`src/rtl/softmax_norm_ctrl.sv`:
```
// softmax_norm_ctrl: the sequencer for the softmax normalisation step.
// It loads one row of ROW_LEN non-negative Q2.13 exponents and accumulates their sum. The sum
// saturates to the positive D_W range. Each element is then sent to an external divider with
// the row sum as divisor, and the quotients are streamed out over valid/ready.
// Optional feature: define SOFTMAX_DIV_TIMEOUT_EN to enable a watchdog. It aborts the row when
// the divider stalls for DIV_TIMEOUT cycles and pulses O_ERR. Without it O_ERR is tied low.
module softmax_norm_ctrl #(
  parameter int unsigned D_W         = 16,
  parameter int unsigned ROW_LEN     = 8,
  parameter int unsigned DIV_TIMEOUT = 64
) (
  input  logic           I_CLK,
  input  logic           I_RST_N,
  input  logic           I_VLD,
  input  logic [D_W-1:0] I_DATA,
  output logic           O_RDY,
  output logic           O_DIV_START,
  output logic [D_W-1:0] O_DIVIDEND,
  output logic [D_W-1:0] O_DIVISOR,
  input  logic [D_W-1:0] I_DIV_QUOTIENT,
  input  logic           I_DIV_OUT_VLD,
  output logic           O_VLD,
  output logic [D_W-1:0] O_DATA,
  output logic           O_LAST,
  input  logic           I_RDY,
  output logic           O_SAT,
  output logic           O_ERR
);

  localparam int unsigned IDX_W = (ROW_LEN > 1) ? $clog2(ROW_LEN) : 1;
  localparam int unsigned SUM_W = D_W + IDX_W;

  localparam logic [1:0] S_IDLE = 2'd0;
  localparam logic [1:0] S_LOAD = 2'd1;
  localparam logic [1:0] S_DIV  = 2'd2;
  localparam logic [1:0] S_OUT  = 2'd3;

  localparam logic [IDX_W-1:0] LAST_IDX = IDX_W'(ROW_LEN - 1);
  localparam logic [SUM_W-1:0] SUM_MAX  = {{(IDX_W + 1){1'b0}}, {(D_W - 1){1'b1}}};

  logic [1:0]       r_state;
  logic [IDX_W-1:0] r_idx;
  logic [SUM_W-1:0] r_sum;
  logic [D_W-1:0]   r_buf [ROW_LEN];
  logic [D_W-1:0]   r_data;
  logic             r_rdy;
  logic             r_sat;

  logic             w_accept;
  logic             w_div_busy;
  logic             w_timeout;
  logic             w_sum_ovf;
  logic [D_W-1:0]   w_elem;
  logic [SUM_W-1:0] w_sum_add;
  logic [1:0]       w_state_nxt;

  assign w_accept   = I_VLD && r_rdy;
  // Negative exponents cannot occur legitimately; treat them as zero weight.
  assign w_elem     = I_DATA[D_W-1] ? {D_W{1'b0}} : I_DATA;
  // The first element of a row restarts the accumulation.
  assign w_sum_add  = ((r_state == S_IDLE) ? {SUM_W{1'b0}} : r_sum) + SUM_W'(w_elem);
  assign w_sum_ovf  = (w_sum_add > SUM_MAX);
  // A zero row sum bypasses the divider entirely.
  assign w_div_busy = (r_state == S_DIV) && (r_sum != {SUM_W{1'b0}});

`ifdef SOFTMAX_DIV_TIMEOUT_EN
  localparam int unsigned TMO_W = $clog2(DIV_TIMEOUT + 1);

  logic [TMO_W-1:0] r_tmo_cnt;
  logic             r_err;

  assign w_timeout = w_div_busy && !I_DIV_OUT_VLD && (r_tmo_cnt == TMO_W'(DIV_TIMEOUT - 1));

  // Watchdog: count stalled cycles of the current division; pulse the error on abort.
  always_ff @(posedge I_CLK or negedge I_RST_N) begin
    if (!I_RST_N) begin
      r_tmo_cnt <= '0;
      r_err     <= 1'b0;
    end else begin
      r_err <= w_timeout;
      if (w_div_busy && !I_DIV_OUT_VLD && !w_timeout) begin
        r_tmo_cnt <= r_tmo_cnt + TMO_W'(1);
      end else begin
        r_tmo_cnt <= '0;
      end
    end
  end

  assign O_ERR = r_err;
`else
  assign w_timeout = 1'b0;
  assign O_ERR     = 1'b0;
`endif

  // Next-state decode for the row sequencer.
  always_comb begin
    w_state_nxt = r_state;
    case (r_state)
      S_IDLE: if (w_accept) w_state_nxt = S_LOAD;
      S_LOAD: if (w_accept && (r_idx == LAST_IDX)) w_state_nxt = S_DIV;
      S_DIV: begin
        if (w_timeout) begin
          w_state_nxt = S_IDLE;
        end else if (!w_div_busy || I_DIV_OUT_VLD) begin
          w_state_nxt = S_OUT;
        end
      end
      S_OUT: if (I_RDY) w_state_nxt = (r_idx == LAST_IDX) ? S_IDLE : S_DIV;
      default: w_state_nxt = S_IDLE;
    endcase
  end

  // Sequencer state, element index, row sum, saturation flag and output register.
  always_ff @(posedge I_CLK or negedge I_RST_N) begin
    if (!I_RST_N) begin
      r_state <= S_IDLE;
      r_idx   <= '0;
      r_sum   <= '0;
      r_sat   <= 1'b0;
      r_rdy   <= 1'b0;
      r_data  <= '0;
    end else begin
      r_state <= w_state_nxt;
      // Registered ready: it follows the state we are about to enter.
      r_rdy   <= (w_state_nxt == S_IDLE) || (w_state_nxt == S_LOAD);
      case (r_state)
        S_IDLE: begin
          if (w_accept) begin
            r_idx <= IDX_W'(1);
            r_sum <= w_sum_add;
            r_sat <= 1'b0;
          end
        end
        S_LOAD: begin
          if (w_accept) begin
            if (r_idx == LAST_IDX) begin
              r_idx <= '0;
              r_sum <= w_sum_ovf ? SUM_MAX : w_sum_add;
              r_sat <= w_sum_ovf;
            end else begin
              r_idx <= r_idx + IDX_W'(1);
              r_sum <= w_sum_add;
            end
          end
        end
        S_DIV: begin
          if (w_timeout) begin
            r_idx <= '0;
          end else if (!w_div_busy) begin
            r_data <= '0;
          end else if (I_DIV_OUT_VLD) begin
            r_data <= I_DIV_QUOTIENT;
          end
        end
        S_OUT: begin
          if (I_RDY) r_idx <= (r_idx == LAST_IDX) ? '0 : r_idx + IDX_W'(1);
        end
        default: ;
      endcase
    end
  end

  // Row buffer: clamped elements written at the load index.
  always_ff @(posedge I_CLK or negedge I_RST_N) begin
    if (!I_RST_N) begin
      for (int i = 0; i < int'(ROW_LEN); i++) r_buf[i] <= '0;
    end else if (w_accept) begin
      r_buf[r_idx] <= w_elem;
    end
  end

  assign O_RDY       = r_rdy;
  assign O_DIV_START = w_div_busy;
  assign O_DIVIDEND  = w_div_busy ? r_buf[r_idx] : {D_W{1'b0}};
  assign O_DIVISOR   = w_div_busy ? r_sum[D_W-1:0] : {D_W{1'b0}};
  assign O_VLD       = (r_state == S_OUT);
  assign O_DATA      = O_VLD ? r_data : {D_W{1'b0}};
  assign O_LAST      = O_VLD && (r_idx == LAST_IDX);
  assign O_SAT       = r_sat;

endmodule

```
`config.mk`:
```
export PLATFORM = sky130hd
export DESIGN_NAME = softmax_norm_ctrl
export DESIGN_NICKNAME = d
export VERILOG_FILES = /design/src/rtl/softmax_norm_ctrl.sv
export SDC_FILE = /design/constraint.sdc
export NUM_CORES = 1
export LEC_CHECK = 0
export BUFFER_PORTS_ARGS = -buffer_cell sky130_fd_sc_hd__buf_2
export CORE_ASPECT_RATIO = 1.25
export CORE_UTILIZATION = 45
export CTS_CLUSTER_SIZE = 20
export DETAILED_ROUTE_END_ITERATION = 6
export MAX_ROUTING_LAYER = met4
export PLACE_DENSITY = 0.62
export SLEW_MARGIN = 40
export SYNTH_ARGS = -nofsm -noshare
export SYNTH_HDL_FRONTEND = slang
export SYNTH_SLANG_ARGS = --single-unit
```
`constraint.sdc`:
```
create_clock -name I_CLK -period 3.74 [get_ports I_CLK]
set_input_delay 0.935 -clock I_CLK [delete_from_list [all_inputs] [get_ports I_CLK]]
set_output_delay 0.935 -clock I_CLK [all_outputs]
set_load 0.02 [all_outputs]
```
* Word level (Yosys, flattened, before mapping) *
Cells that the tools add are included.

storage, ports and cells
  flip-flop bits (word level) = 170
  bits in latches = 0
  bits in writable memories = 0
  bits in read-only memories = 0
  memories = 0

cells by class
  add/subtract/negate cells = 2
  multiply operators = 0
  div/mod/pow operators = 0
  $lt $le $gt $ge = 3
  equal/unequal tests = 10
  shift-type cells = 0
  muxes and demuxes = 33
  bitwise logic cells = 2
  reduce and logical (&&, ||, !) cells = 16

operators by type and width
  cell                                                                               count
  128-bit bitwise mux                                                                1
  16-bit 2-to-1 mux                                                                  8
  19-bit 2-to-1 mux                                                                  5
  16-bit binary-select mux with 3-bit select                                         1
  16-bit demux with 3-bit select                                                     1
  19-bit one-hot mux with 2 select lines                                             1
  19-bit by 15-bit adder with 19-bit output                                          1
  19-bit by 15-bit greater-than comparator with 1-bit output, second input constant  1
  19-bit nonzero test                                                                1
  15-bit 2-to-1 mux                                                                  1
  3-bit 2-to-1 mux                                                                   4
  2-bit 2-to-1 mux                                                                   5
  3-bit one-hot mux with 3 select lines                                              1
  2-bit != test, second input constant                                               4
  2-bit one-hot mux with 4 select lines                                              1
  4-bit AND reduction                                                                2
  1-bit logical AND                                                                  5
  2-bit by 1-bit equality test with 1-bit output, second input constant              2
  2-bit equality test, second input constant                                         2
  4-bit >= comparator, second input constant                                         1
  2-bit zero test                                                                    2
  4-bit by 1-bit < comparator with 1-bit output, second input constant               1
  3-bit inverter with 4-bit output                                                   1
  3-bit by 1-bit adder with 3-bit output, second input constant                      1
  10 further kinds                                                                   13

* Logic depth before layout (Yosys ltp) *
Gate-level depths: netlist (run 1).

  word-level depth = 8
  depth in mapped cells = 15
  depth with buffers taken out = 12

* Worst setup path after synthesis (run 1) *
No wires, ideal clock.

  path type = input port to flip-flop
  from = input I_DATA[15]
  to = register r_sum[13]
  arrival time = 3.182 ns
  slack = 0.420 ns
  stages on the path = 13
  cells stage by stage = nand2b_1 inv_1 ha_1 inv_1 fa_1 nand2b_1 a21oi_1 o21ai_0 a31oi_1 a22oi_1 o31ai_4 buf_6 o211ai_1

on the way
  word-level cells in the longest chain between the ends = 7
  elaborated cells on any way between the ends = 8

ends and longest elaborated chain
  item                                                        line  RTL
  start: declaration                                          15    input logic [D_W-1:0] I_DATA,
  15-bit 2-to-1 mux (*)                                       59    assign w_elem = I_DATA[D_W-1] ? {D_W{1'b0}} : I_DATA;
  net w_elem[0]                                               53    logic [D_W-1:0] w_elem;
  19-bit by 15-bit adder with 19-bit output (*)               61    assign w_sum_add = ((r_state == S_IDLE) ? {SUM_W{1'b0}} : r_sum) + SUM_W'(w_elem);
  19-bit by 15-bit greater-than comparator with 1-bit output  62    assign w_sum_ovf = (w_sum_add > SUM_MAX);
  19-bit 2-to-1 mux                                           138   r_sum <= w_sum_ovf ? SUM_MAX : w_sum_add;
  19-bit 2-to-1 mux                                           136   if (r_idx == LAST_IDX) begin
  19-bit 2-to-1 mux                                           135   if (w_accept) begin
  19-bit one-hot mux with 2 select lines (*)                  126   case (r_state)
  end signal: assignment                                      130   r_sum <= w_sum_add;
  end signal: assignment                                      138
  end signal: assignment                                      142   r_sum <= w_sum_add;
  end: declaration                                            43    logic [SUM_W-1:0] r_sum;

Mark *: on every way through the listed nets, which the timed path passes. The rest lies on a longest branch. The select of a mux whose other input is x is not followed.
A chain may end at the register's enable or synchronous reset.

* Worst setup path in the final report (run 1) *
  from = register r_sum[13]
  to = output O_DIVISOR[5]

on the way
  word-level cells in the longest chain between the ends = 3

ends and longest elaborated chain
  item                 line  RTL
  19-bit nonzero test  64    assign w_div_busy = (r_state == S_DIV) && (r_sum != {SUM_W{1'b0}});
  1-bit logical AND    64
  16-bit 2-to-1 mux    175   assign O_DIVISOR = w_div_busy ? r_sum[D_W-1:0] : {D_W{1'b0}};
  end: declaration     19    output logic [D_W-1:0] O_DIVISOR,

No other way between the ends.

==> results of run 1 <==
per-stage QoR:
step / instances / setup slack, ns
floorplan: 837 / 0.420
global placement: 1132 / -0.0723
detailed placement: 1132 / -0.186
CTS: 1164 / 0.0228
global route: 1165 / 0.0732
finish: 1165 / 0.193
worst max-delay path, stage by stage, from the launching register on:
cell	delay, ns
dfrtp_1	0.42
nor4_1	0.52
nand4_1	0.24
nor4_2	0.24
nand2b_2	0.32
inv_2	0.12
and2_1	0.18
buf_2	0.15
power groups by stage:
stage               combinational (W)  clock, W  sequential [W]
floorplan                     0.00247         0         0.00285
global placement              0.00309         0         0.00304
detailed placement            0.00315         0         0.00305
CTS                           0.00316   0.00197         0.00304
global route                  0.00352   0.00205         0.00315
finish                        0.00314   0.00195         0.00304
placed cells by master, fill, tap and decap left out, types with 5 or more instances in the layout:
cell type | synthesis | layout
a21oi_1 | 22 | 22
and3_1 | 18 | 18
mux2i_1 | 17 | 17
bufinv_16 | 0 | 5
mux4_2 | 30 | 30
nand2b_1 | 19 | 18
o21ai_0 | 132 | 132
nand2_1 | 158 | 157
clkbuf_16 | 0 | 17
and2_1 | 32 | 32
dfrtp_1 | 162 | 161
buf_2 | 4 | 87
xnor2_1 | 6 | 6
o211ai_1 | 15 | 15
inv_1 | 27 | 27
a22o_1 | 16 | 16
buf_4 | 3 | 35
xor2_1 | 8 | 8
nor2_1 | 37 | 37
nand3_1 | 8 | 8
ha_1 | 17 | 17
state kept, by name, summed over array words and instances (netlist names):
| signal | count |
|---|---|
| O_RDY | 1 |
| O_SAT | 1 |
| r_buf | 120 |
| r_data | 16 |
| r_idx | 3 |
| r_state | 2 |
| r_sum | 19 |
synthesized netlist by cell type, types with 2 or more instances:
| master | number | area (um^2) |
|---|---|---|
| buf_1 | 2 | 7.51 |
| o21ai_0 | 132 | 661 |
| nor4_1 | 2 | 12.5 |
| nor4_2 | 3 | 37.5 |
| nor2_1 | 37 | 139 |
| a21o_1 | 4 | 30.0 |
| nand4_1 | 4 | 25.0 |
| nand3b_1 | 4 | 30.0 |
| nand2b_1 | 19 | 119 |
| and2_1 | 32 | 200 |
| ha_1 | 17 | 213 |
| o21ai_1 | 2 | 10.0 |
| a31oi_1 | 3 | 18.8 |
| o211ai_1 | 15 | 113 |
| inv_1 | 27 | 101 |
| buf_2 | 4 | 20.0 |
| xor2_1 | 8 | 70.1 |
| a22o_1 | 16 | 140 |
| a21oi_1 | 22 | 110 |
| buf_4 | 3 | 22.5 |
| xnor2_1 | 6 | 52.6 |
| nand3_1 | 8 | 40.0 |
| a22oi_1 | 3 | 22.5 |
| a31o_2 | 2 | 17.5 |
| nor3_1 | 3 | 15.0 |
| clkbuf_1 | 45 | 169 |
| buf_6 | 5 | 56.3 |
| dfrtp_1 | 162 | 4050 |
| o21bai_1 | 2 | 15.0 |
| a211oi_1 | 3 | 22.5 |
| and3_1 | 18 | 113 |
| or2_2 | 2 | 12.5 |
| nand2_1 | 158 | 593 |
| mux2i_1 | 17 | 170 |
| mux4_2 | 30 | 676 |
worst max path at each step:
stage	cells past startpoint	startpoint	end	slack, ns
CTS	7	r_sum[13]$_DFFE_PN0P_	O_DIVISOR[5]	0.02
global route	7	r_sum[13]$_DFFE_PN0P_	O_DIVISOR[5]	0.07
detailed placement	13	I_DATA[15]	O_SAT$_DFFE_PN0P_	-0.19
global placement	13	I_DATA[15]	O_SAT$_DFFE_PN0P_	-0.07
floorplan	13	I_DATA[15]	r_sum[13]$_DFFE_PN0P_	0.42
finish	7	r_sum[13]$_DFFE_PN0P_	O_DIVISOR[5]	0.19
cell families after synthesis:
kind of cell	share of synthesized area, %
compound gates	15.4
other cells	0.0454
buf+inv	4.60
flops	49.1
xor+xnor	1.48
simple gates	16.3
fa+ha+maj	2.82
mux	10.2
final cells by class:
cell class	instances	share of cell area [%]
Multi-Input combinational cell	588	39.4
Inverter	28	1.08
Clock inverter	13	2.10
Clock buffer	19	4.66
Sequential cell	162	41.7
Timing Repair Buffer	127	8.12
Tap cell	228	2.93
repair_timing:
action	CTS	global route
buffers inserted	0	1
setup endpoints to repair	0	30
resized for setup	0	1
layer usage:
metal	wire length, um	vias up	track usage, %
li1	-	3078	-
met1	9080	3080	31.5
met2	10400	122	39.1
met3	558	26	3.81
met4	342	0	7.29
met5	0	-	-
==> metrics, run 1 <==
Die Span Y=between 150 and 200 um; number of flops mapped to enable cells by yosys=0; relative slew slack=51.6%; Tot Pwr=just over 0.008 W; layout net count=979; hold endpoint=r_buf[5]$_DFFE_PN0P_; DP Area=around 0.009 mm^2; Crit path arrival time=2.61 ns; fmax=282 MHz; row cnt=between 50 and 60; total number of H-tree levels=4; #FFs+latches synth=162; crit-path max FO=7; setup TNS=0 ns; post-DP HPWL=13.7 mm; Startpoint Class=register; Worst-Margin Slew=0.726 ns; Area growth, synth to finish=17.8%; Port Buffers=slightly below 90; routability cong.=between 0.8 and 0.9; total CTS buffers=17; Die Wd=approximately 120 um; Int Pwr=0.00517 W; YS warnings=0; fin crit share=between 90% and 100%; Initial Util=45.8%; Combinational Power Share=between 30% and 40%; # DRC=0; kind of critical path=register to output port; Post-Route WL=20.4 mm; largest net degree at the start of global routing=78; Total GRT Usage=around 24%; n_diodes=0; I/O pins=91; post-synthesis sequential area ratio=49.1%; post-layout min period=between 3 and 4 ns; WHS=~0.47 ns; pwr/cell area=around 840 mW/mm^2; DRT antenna net count=0; asr flop ratio synth=between 90% and 100%; Seq pwr share=between 30% and 40%; first-pass GRT wire length=between 30 and 40 mm; Clk pwr share=24.0%; Peak VDD IR=roughly 0.42 mV; RSZ-0062 raised after global routing=no; CTS tree=yes; core area=0.0180 mm^2; Synth Flop Type=dfrtp_1; Hold Path Stages=2; final core utilization=between 50% and 60%; HP Start=r_buf[5]$_DFFE_PN0P_; Final Max Slew Viols=0; number of global-route vias before repair=6420; Sw Ratio=36.4%; Worst R2R Setup Slack=around 0.53 ns; FF-to-FF path depth=11; CTS clk-pin slew, worst paths=0.06 ns; flip-flop and latch area=0.00406 mm^2; Detailed Route Iter0 Violations=267; cts-stage hold buffer count=0; Static Leak=4.69 nW; CTS Buffer Depth=2; final count of hold timing violations=0; Gate Count Post-Synth=836; WL/cell=17.5 um; die area=0.0189 mm^2; clock latency on the worst-skew pair=approximately 0.42 ns; count of final setup violators=0; Mean Syn Cell Area=9.88 um^2; initial antenna violation count=0; root buf cell=clkbuf_16; final instance area=about 0.01 mm^2; vias per cell=5.41; layout cells sized above 1=between 20% and 30%; status=complete, no violations; GRT overflow=0; Max-Cap Viols=0; routed via count=roughly 6300; Pre-Repair DR Iteration Count=5; clk_skew=approximately 0.0047 ns; min-delay worst type=register to register; FILL cells=~1600; Worst EP required=~2.8 ns; Worst R2R Start=r_state[1]$_DFF_PN0_; area of the multi-input gates=0.00383 mm^2; post-synthesis cell area=just over 0.008 mm^2; r2r endpoint=r_sum[13]$_DFFE_PN0P_; Crit. End Element=output port; synth unique cells=51; CTS Sinks=between 150 and 200; Psw=between 0.002 and 0.003 W
No activity file was read; power rests on OpenSTA's default activity.
==> run 2, diff against run 1 <==
Clock period 3.74 ns to 4.53 ns, I/O delays scaled along.
==> metrics, run 2 (synthesized netlist as in run 1, its figures left out) <==
Die Wd=between 100 and 150 um; Post-CTS Resized=0; vias per cell=5.38; row cnt=between 50 and 60; FILL cells=1687; Seq pwr share=39.8%; Worst EP required=between 3 and 4 ns; I/O pins=91; status=complete, no violations; CTS tree=yes; CTS Sinks=about 160; Detailed Route Iter0 Violations=386; routability cong.=around 0.9; area of the multi-input gates=roughly 0.0038 mm^2; Sw Ratio=37.2%; Post-CTS Setup Inserts=0; # DRC=0; min-delay worst type=register to register; layout net count=958; total CTS buffers=17; clk_skew=around 0.0085 ns; Largest register FFs=120; routed via count=slightly above 6000; fmax=275 MHz; Worst-Margin Slew=0.718 ns; initial antenna violation count=0; largest net degree at the start of global routing=just over 90; Int Pwr=~0.004 W; Max-Cap Viols=0; WL/cell=roughly 17 um; clock latency on the worst-skew pair=about 0.43 ns; pwr/cell area=686 mW/mm^2; Initial Util=a little under half; post-DP HPWL=between 10 and 15 mm; Combinational Power Share=37.8%; fin crit share=between 80% and 90%; Hold Path Stages=2; final core utilization=52.6%; Area growth, synth to finish=14.7%; count of final setup violators=0; kind of critical path=register to output port; flip-flop and latch area=0.00406 mm^2; Pre-Repair DR Iteration Count=5; first-pass GRT wire length=between 30 and 40 mm; root buf cell=clkbuf_16; layout cells sized above 1=about a fifth; RSZ-0062 raised after global routing=no; CTS clk-pin slew, worst paths=around 0.070 ns; final count of hold timing violations=0; Startpoint Class=register; GRT overflow=0; Static Leak=~4.5 nW; most frequent standard cell in the layout excluding fill and tap cells=dfrtp_1; final instance area=0.00948 mm^2; crit-path max FO=15; Reg with most FFs=r_buf; Crit. End Element=output port; number of global-route vias before repair=between 6000 and 7000; core area=0.0180 mm^2; cts-stage hold buffer count=0; Top Registers=r_buf: 120 flops, r_sum: 19 flops, r_data: 16 flops; Total GRT Usage=between 20% and 30%; Psw=approximately 0.0024 W; Final Max Slew Viols=0; relative slew slack=52.2%; most frequent cells in the layout=dfrtp_1, nand2_1, o21ai_0; Peak VDD IR=0.365 mV; DP Area=about 0.0089 mm^2; DRT antenna net count=0; FF-to-FF path depth=14; CTS Buffer Depth=2; setup TNS=0 ns; Post-Route WL=19.9 mm; Port Buffers=~90; post-layout min period=about 3.6 ns; Crit path arrival time=approximately 2.5 ns; Clk pwr share=approximately 22%; die area=about 0.019 mm^2; total number of H-tree levels=4; Die Span Y=about 150 um
## run 2: cell count changes in the layout (fill, tap and decap cells not counted), moves of 2 or more
cell        before  now
buf_12           4    1
bufinv_16        5    3
buf_4           35   17
clkinv_2         4    1
clkbuf_1         0    3
clkinvlp_4       1    6
## run 2: final timing paths
| kind | start | end | slack, ns |
|---|---|---|---|
| setup / recovery | r_sum[15]$_DFFE_PN0P_ | O_DIVIDEND[1] | 0.89 |
| hold / removal | r_buf[61]$_DFFE_PN0P_ | r_buf[61]$_DFFE_PN0P_ | 0.47 |
| setup reg to reg | r_state[0]$_DFF_PN0_ | r_sum[7]$_DFFE_PN0P_ | 1.07 |
| hold reg to reg | r_buf[61]$_DFFE_PN0P_ | r_buf[61]$_DFFE_PN0P_ | 0.47 |
| max in group asynchronous | I_RST_N | r_sum[18]$_DFFE_PN0P_ | 2.97 |
| min in group asynchronous | I_RST_N | r_buf[90]$_DFFE_PN0P_ | 0.75 |
## run 2: final cells by class
type / instances / share of cell area (%)
clock inverter: 12 / 1.66
tap: 228 / 3.01
clock buffer: 20 / 4.61
antenna: 1 / 0.0264
inverter: 28 / 1.11
sequential: 162 / 42.8
timing repair buffer: 106 / 6.30
multi-input combinational: 588 / 40.5
## run 2: through the flow
| step | hold WS, ns | setup WS [ns] | total power, W | cells |
|---|---|---|---|---|
| global placement | 0.456 | 0.549 | 0.00503 | 1112 |
| CTS | 0.478 | 0.848 | 0.00656 | 1144 |
| detailed placement | 0.465 | 0.451 | 0.00509 | 1112 |
| global route | 0.495 | 0.678 | 0.00700 | 1144 |
| floorplan | 0.445 | 1.01 | 0.00440 | 837 |
| finish | 0.472 | 0.887 | 0.00650 | 1145 |
## run 2: worst max-delay path: stages (launching register included)
cell and delay [ns]:
dfrtp_1 0.51, nor4_2 0.33, nand4_1 0.20, nor4_2 0.24, nand2b_1 0.23, buf_4 0.28
nor2_1 0.11, buf_2 0.17
## run 2: metal layers
layer	vias to the layer above	track usage, %	wire length [um]
met3	29	3.84	737
met5	-	-	0
met2	126	37.2	9650
met1	2973	31.5	9100
met4	0	8.43	441
li1	3035	-	-
## run 2: power groups by stage
stage | Clock, W | Sequential, W | Combinational [W]
after global routing | 0.00155 | 0.00269 | 0.00276
after floorplan | 0 | 0.00235 | 0.00204
after global placement | 0 | 0.00259 | 0.00244
final | 0.00146 | 0.00259 | 0.00246
after CTS | 0.00148 | 0.00260 | 0.00249
after detailed placement | 0 | 0.00261 | 0.00247
==> run 3, diff against run 2 <==
Settings changed: PLACE_DENSITY 0.62 to 0.64.
Clock period 4.53 ns to 3.2 ns, I/O delays scaled along.
==> metrics, run 3 (synthesized netlist as in run 1, its figures left out) <==
status=complete, no violations; most frequent cells in the layout=dfrtp_1, nand2_1, o21ai_0; Pre-Repair DR Iteration Count=7; DRT antenna net count=0; Startpoint Class=register; root buf cell=clkbuf_16; FF-to-FF path depth=14; CP max stage cell=dfrtp_1; layout cells sized above 1=about a quarter; first-pass GRT wire length=approximately 34 mm; pwr/cell area=958 mW/mm^2; Static Leak=4.88 nW; Reg with most FFs=r_buf; die area=0.0189 mm^2; Worst R2R Setup Slack=roughly 0.22 ns; Final Max Slew Viols=0; CTS clk-pin slew, worst paths=around 0.060 ns; most used cell, CP=buf_12; total number of H-tree levels=4; kind of critical path=register to output port; Largest register FFs=120; family with the most delay on the worst path=simple AND/OR/NAND/NOR gates; WL/cell=approximately 17 um; Crit. End Element=output port; Worst-Margin Slew=roughly 0.63 ns; row cnt=between 50 and 60; total CTS buffers=17; Worst R2R Start=r_state[0]$_DFF_PN0_; most frequent standard cell in the layout excluding fill and tap cells=dfrtp_1; Detailed Route Iter0 Violations=~390; Inst Count DP=about 1200; largest net degree at the start of global routing=54; CTS Buffer Depth=2; CTS tree=yes; Tot Pwr=slightly below 0.01 W; final count of hold timing violations=0; relative slew slack=58.1%; crit-path max FO=11; Worst EP required=~2.4 ns; min-delay worst type=input pin to asynchronous set/reset pin; number of global-route vias before repair=between 6000 and 7000; GRT overflow=0; Die Span Y=between 150 and 200 um; clock latency on the worst-skew pair=around 0.43 ns; routed via count=around 6400; fin crit share=96.8%; Worst Path Buf+Inv=3; fmax=around 320 MHz; post-layout min period=just over 3 ns; routability cong.=0.913; critical-path cell list=nor4_4 -> nand4_1 -> nor4_2 -> nand2b_4 -> buf_12 -> buf_12 -> nor2_1 -> buf_2; Post-Route WL=20.4 mm; Critical Path Max Stage Delay=about 0.4 ns; Total GRT Usage=~25%; Top Registers=r_buf: 120 flops, r_sum: 19 flops, r_data: 16 flops; Finished Layout Cells=approximately 1200; clk_skew=roughly 0.012 ns; r2r endpoint=r_sum[1]$_DFFE_PN0P_; I/O pins=91; Peak VDD IR=around 0.43 mV; post-DP HPWL=approximately 14 mm; FILL cells=~1600; layout net count=roughly 1000; CTS Sinks=162; Area growth, synth to finish=22.7%; initial antenna violation count=0; Die Wd=roughly 120 um; count of final setup violators=0; n_diodes=0; core area=between 0.015 and 0.02 mm^2; Max-Cap Viols=0; Crit path arrival time=~2.3 ns; vias per cell=between 5 and 6; # DRC=0; Port Buffers=~90; RSZ-0062 raised after global routing=no; Initial Util=45.8%
## run 3: changes by cell type in the layout (fill, tap and decap cells not counted), moves of 3 or more
cell / previous run / this run
clkbuf_1: 3 / 0
and2_4: 0 / 4
clkinv_4: 1 / 6
buf_4: 17 / 71
and2_1: 32 / 28
nor2_4: 0 / 5
nor2_1: 37 / 32
buf_12: 1 / 7
clkinvlp_4: 6 / 1
buf_6: 0 / 10
buf_2: 87 / 78
## run 3: final cells by class
cell class	count	area, um^2	area share [%]
clock buffers	17	425	4.20
clock inverters	15	183	1.80
inverters	28	108	1.06
multi-input cells	588	3900	38.5
flip-flops and latches	162	4060	40.0
well taps	228	285	2.81
repair buffers	166	1180	11.6
## run 3: per-stage QoR
| step | hold WS [ns] | instance area, um^2 | setup TNS, ns | setup WS (ns) | utilization, % |
|---|---|---|---|---|---|
| 6_report | 0.312 | 10100 | 0 | 0.103 | 56.2 |
| 5_1_grt | 0.357 | 10100 | 0 | 0.000507 | 56.2 |
| 4_1_cts | 0.329 | 10100 | -0.969 | -0.0700 | 56.2 |
| 3_5_place_dp | 0.466 | 9330 | -2.13 | -0.149 | 51.8 |
| 3_3_place_gp | 0.456 | 9330 | -1.21 | -0.0873 | 51.8 |
| 2_1_floorplan | 0.445 | 8260 | 0 | 0.0146 | - |
## run 3: worst max path at each step
stage	slack, ns	endpoint	from	cells after the start
after floorplan	0.01	r_sum[13]$_DFFE_PN0P_	I_DATA[15]	13
after global placement	-0.09	r_sum[1]$_DFFE_PN0P_	I_DATA[15]	15
after detailed placement	-0.15	r_sum[1]$_DFFE_PN0P_	I_DATA[15]	15
after CTS	-0.07	O_DIVISOR[3]	r_sum[10]$_DFFE_PN0P_	8
after global routing	0.0005	O_DIVISOR[3]	r_sum[10]$_DFFE_PN0P_	8
final	0.10	O_DIVISOR[3]	r_sum[10]$_DFFE_PN0P_	8
## run 3: routing by layer
layer  GRT usage [%]  vias up  share of wire, %
met5               -        -                 0
met4            7.06        0               2.2
met3            4.22       28               4.4
met2            39.3      165                50
met1            31.8     3090                44
li1                -     3155                 -
## run 3: where the power goes
| part | total [W] | switching, W | internal [W] |
|---|---|---|---|
| Sequential | 0.00355 | 0.000607 | 0.00294 |
| Clock | 0.00209 | 0.000852 | 0.00123 |
| Combinational | 0.00408 | 0.00212 | 0.00195 |
| Total | 0.00971 | 0.00358 | 0.00613 |
## run 3: timing repair
item / in CTS / in global routing
gates resized for setup: 37 / 1
setup endpoints to repair: 21 / 36
pin swaps: 8 / 3
setup buffers: 4 / 1
hold buffers: 0 / 0
